`src/rtl/rdmx_stream_arbiter.sv`:
```
// Two-input AXI-Stream packet arbiter for the RDMX egress: whole packets only,
// round-robin on ties, one IDLE bubble between packets, per-input packet counters.
module rdmx_stream_arbiter #(
   parameter int CNT_W = 32
) (
   input  logic             clk,
   input  logic             reset,
   input  logic             enable,

   input  logic [511:0]     AXIS_IN0_TDATA,
   input  logic [63:0]      AXIS_IN0_TKEEP,
   input  logic             AXIS_IN0_TLAST,
   input  logic             AXIS_IN0_TVALID,
   output logic             AXIS_IN0_TREADY,

   input  logic [511:0]     AXIS_IN1_TDATA,
   input  logic [63:0]      AXIS_IN1_TKEEP,
   input  logic             AXIS_IN1_TLAST,
   input  logic             AXIS_IN1_TVALID,
   output logic             AXIS_IN1_TREADY,

   output logic [511:0]     AXIS_OUT_TDATA,
   output logic [63:0]      AXIS_OUT_TKEEP,
   output logic             AXIS_OUT_TLAST,
   output logic             AXIS_OUT_TVALID,
   input  logic             AXIS_OUT_TREADY,

   output logic             busy,
   output logic             grant,
   output logic [CNT_W-1:0] pkt_count0,
   output logic [CNT_W-1:0] pkt_count1
);

   typedef enum logic [1:0] {
      IDLE  = 2'd0,
      PASS0 = 2'd1,
      PASS1 = 2'd2
   } state_t;

   localparam logic [CNT_W-1:0] CNT_ONE = {{(CNT_W-1){1'b0}}, 1'b1};

   state_t           r_state;
   state_t           w_next;
   logic             r_grant;
   logic [CNT_W-1:0] r_cnt0;
   logic [CNT_W-1:0] r_cnt1;

   logic             w_done0;
   logic             w_done1;

   // A packet ends only on its TLAST handshake while it owns the egress.
   assign w_done0 = (r_state == PASS0) & AXIS_IN0_TVALID & AXIS_OUT_TREADY & AXIS_IN0_TLAST;
   assign w_done1 = (r_state == PASS1) & AXIS_IN1_TVALID & AXIS_OUT_TREADY & AXIS_IN1_TLAST;

   always_ff @(posedge clk) begin
      if (reset) r_state <= IDLE;
      else       r_state <= w_next;
   end

   always_comb begin
      w_next = r_state;
      case (r_state)
         IDLE: begin
            if (enable) begin
               if (AXIS_IN0_TVALID & AXIS_IN1_TVALID) w_next = r_grant ? PASS0 : PASS1;
               else if (AXIS_IN0_TVALID)              w_next = PASS0;
               else if (AXIS_IN1_TVALID)              w_next = PASS1;
            end
         end
         PASS0:   if (w_done0) w_next = IDLE;
         PASS1:   if (w_done1) w_next = IDLE;
         default: w_next = IDLE;
      endcase
   end

   // Grant tracks the most recent winner; reset to 1 so input 0 takes the first tie.
   always_ff @(posedge clk) begin
      if (reset) begin
         r_grant <= 1'b1;
         r_cnt0  <= '0;
         r_cnt1  <= '0;
      end else begin
         if (r_state == IDLE && w_next == PASS0) r_grant <= 1'b0;
         if (r_state == IDLE && w_next == PASS1) r_grant <= 1'b1;
         if (w_done0) r_cnt0 <= r_cnt0 + CNT_ONE;
         if (w_done1) r_cnt1 <= r_cnt1 + CNT_ONE;
      end
   end

   always_comb begin
      AXIS_OUT_TDATA  = '0;
      AXIS_OUT_TKEEP  = '0;
      AXIS_OUT_TLAST  = 1'b0;
      AXIS_OUT_TVALID = 1'b0;
      AXIS_IN0_TREADY = 1'b0;
      AXIS_IN1_TREADY = 1'b0;
      case (r_state)
         PASS0: begin
            AXIS_OUT_TDATA  = AXIS_IN0_TDATA;
            AXIS_OUT_TKEEP  = AXIS_IN0_TKEEP;
            AXIS_OUT_TLAST  = AXIS_IN0_TLAST;
            AXIS_OUT_TVALID = AXIS_IN0_TVALID;
            AXIS_IN0_TREADY = AXIS_OUT_TREADY;
         end
         PASS1: begin
            AXIS_OUT_TDATA  = AXIS_IN1_TDATA;
            AXIS_OUT_TKEEP  = AXIS_IN1_TKEEP;
            AXIS_OUT_TLAST  = AXIS_IN1_TLAST;
            AXIS_OUT_TVALID = AXIS_IN1_TVALID;
            AXIS_IN1_TREADY = AXIS_OUT_TREADY;
         end
         default: ;
      endcase
   end

   assign busy       = (r_state != IDLE);
   assign grant      = r_grant;
   assign pkt_count0 = r_cnt0;
   assign pkt_count1 = r_cnt1;

endmodule

```
`config.mk`:
```
export PLATFORM = sky130hd
export DESIGN_NAME = rdmx_stream_arbiter
export DESIGN_NICKNAME = d
export VERILOG_FILES = /design/src/rtl/rdmx_stream_arbiter.sv
export SDC_FILE = /design/constraint.sdc
export NUM_CORES = 1
export LEC_CHECK = 0
export CORE_AREA = 2 2 701 703
export DETAILED_ROUTE_END_ITERATION = 10
export DIE_AREA = 0 0 703 705
export HOLD_SLACK_MARGIN = 0.02
export SYNTH_ARGS = -nofsm -noshare
export SYNTH_HDL_FRONTEND = slang
export SYNTH_SLANG_ARGS = --single-unit
```
`constraint.sdc`:
```
create_clock -name clk -period 5.1 [get_ports clk]
set_input_delay 0.51 -clock clk [delete_from_list [all_inputs] [get_ports clk]]
set_output_delay 0.51 -clock clk [all_outputs]
set_load 0.005 [all_outputs]
```
==> results.yml <==
status:
  status: "finished, violations left"
  failed_checks: "slew limit"
global_route:
  track_usage_pct: 17.9
  grt_max_degree: 140
  antenna_found_initial: 462
  grt_pass1_vias: 22832
  grt_first_pass_wirelength_mm: 516
  grt_overflow: 0
logic_synthesis:
  syn_area_um2: 11900
  ys_warn_count: 0
  ys.flop_type: "dfxtp_1"
  synth_cell_type_count: 37
  yosys.cell_count.top_type: "nor2b_1"
  synth_edf_count: 0
  ys_ff_latch: 67
  synth_top_area_cell: "a22oi_1"
  yosysSeqAreaShare_pct: 11.3
  synth_area_leaders: "a22oi_1 37%, nor2b_1 31%, dfxtp_1 11%, clkbuf_1 6.1%, xor2_1 2.6%"
  synth_commonest_cells: "580 x nor2b_1, 579 x a22oi_1, 194 x clkbuf_1, 67 x dfxtp_1, 63 x nor2_1"
  async_flop_share_pct: 0
  yosysTopAreaCellShare_pct: 36.6
  syn_area_per_cell_um2: 6.86
  syn-num-nets: 2897
  syn_inst: 1731
critical_path:
  critPathRequiredTime_ps: 4590
  cp-start-kind: "flop"
  critPathMaxFanout: 95
  end_kind: "output port"
  critPathKind: "flop to output port"
  cp_data_arrival_time_ps: 4320
layout:
  register_area_um2: 1340
  fin_nets: 4559
  multiInputGateArea_um2: 9770
  fillers: 57322
  drive_gt1_share_pct: 4.12
  area_growth_pct: 222
route:
  first_iter_violations: 2148
  dr_wl_met3_mm: 61.7
  wl_met1_mm: 187
  viasPerCell: 2.51
  routed_wl_mm: 464
  met2_wirelength_mm: 200
  dr.pass1.iters: 6
  avgRoutedWirePerCell_um: 46.7
  vias: 24928
  highest_layer: "met5"
  drc: 0
  antenna_left: 0
sta:
  finClkSkew_ps: 12.3
  hold_viol: 0
  worstMarginPinSlew_ps: 1610
  final_min_period_over_clock_period_pct: 94.6
  timing.final.crit_period_ps: 4830
  finalSetupViolCount: 0
  rsz0062_at_grt: "false"
  slew_viol_final: 2
  max_freq_ghz: 0.207
  relSlewSlack_pct: -7.62
  worst_hold_slack_ps: 520
  fin_setup_tns_ps: 0
die:
  start_util_pct: 2.43
  die_w_um: 703
  ioPinCount: 1806
  die_y_um: 705
  core_area_um2: 488000
  num_rows: 257
  die_area_um2: 496000
power:
  peakVddDrop_v: 0.000118
  cellLeakagePower_nw: 9.66
  power.density_nw_per_um2: 148
clock_network:
  h-tree-depth: 3
  root_buffer: "clkbuf_16"
  clkSinkCount: 67
  worstSkewPairLatency_ps: 370
  cts_setup_buffers: 0
  post_cts_resized: 0
  clock_path_buffers: 2
  cts_tree: "done"
  cts_buffers: 9
  postCtsHoldBufs: 0
  clk_pin_slew_ps: 70
min_path:
  holdCritPathClass: "flop to flop"
place:
  io_buffers: 1805
  place_congestion: 1.06
  hpwl_mm: 437
job:
  maxCapViolCount: 0
## layout by cell type, fill, tap and decap left out, drive strengths merged, types with 11 or more instances in the layout
master         Yosys  layout
a21oi             11      11
xnor2             19      19
nor2              63      63
nor3              13      13
clkdlybuf4s50      0    1744
inv                9      11
a22oi            579     579
nand2             36      36
nand3             23      23
nor2b            580     580
xor2              35      35
nand4             31      31
buf               11     111
diode              0      73
dfxtp             67      67
## kinds of logic (layout without fill, tap and decap cells)
group	count (synthesis)	count (layout)	synth area share (%)
and+or+nand+nor	786	786	39.4
AOI/OAI and AO/OA	603	603	37.8
buffers and inverters	214	1881	6.80
DFF	67	67	11.3
xor gates and xnor gates	54	54	3.98
adders and majority gates	6	6	0.632
muxes	1	1	0.0948
other	0	73	0
## final cells by class
type                    count  area share [%]
well taps                6475            21.2
inverters                   9          0.0883
clock inverters             7           0.196
clock buffers               9           0.589
multi-input cells        1450            25.5
diodes                     73           0.477
repair buffers           1856            48.4
flip-flops and latches     67            3.51
## registers in the layout (all words and copies together) (netlist names)
signal,count
pkt_count0,32
pkt_count1,32
r_state,2
grant,1
## layer usage
layer / GRT usage, % / vias to the layer above
li1: - / 9768
met2: 28.1 / 2216
met3: 9.92 / 802
met1: 21.4 / 11930
met4: 3.75 / 212
met5: 0 / -
## final timing paths
path	start	to	slack [ps]	cells past startpoint
max	r_state[1]$_SDFF_PP0_	AXIS_OUT_TDATA[332]	270	7
min	pkt_count0[29]$_SDFFE_PP0P_	pkt_count0[29]$_SDFFE_PP0P_	520	2
max reg2reg	r_state[1]$_SDFF_PP0_	pkt_count0[16]$_SDFFE_PP0P_	1880	8
min reg2reg	pkt_count0[29]$_SDFFE_PP0P_	pkt_count0[29]$_SDFFE_PP0P_	520	2
## worst max-delay path, stage by stage, from the launching register on
cell	delay, ps
dfxtp_1	470
inv_1	190
ha_4	370
buf_12	230
buf_12	210
a22oi_1	1360
nor2b_1	130
clkdlybuf4s50_1	630
## report_power, final
| part | switching, W | total, W | leakage, nW | internal, W |
|---|---|---|---|---|
| sequential | 0.00000781 | 0.000535 | 0.540 | 0.000527 |
| clock | 0.000296 | 0.000679 | 0.151 | 0.000383 |
| combinational | 0.00258 | 0.00444 | 8.97 | 0.00185 |
| total | 0.00289 | 0.00565 | 9.66 | 0.00276 |
## per-stage QoR
stage	setup slack (ps)	area [um^2]	util, %	total power [W]	std cells
3_3_place_gp	593	37700	7.72	0.00506	9847
4_1_cts	388	38100	7.80	0.00577	9872
3_5_place_dp	814	37800	7.74	0.00507	9856
6_report	274	38300	7.84	0.00565	9946
2_1_floorplan	2750	11900	-	0.00179	1731
5_1_grt	400	38200	7.82	0.00590	9906
Note: power is estimated with default switching activity, not from simulation.
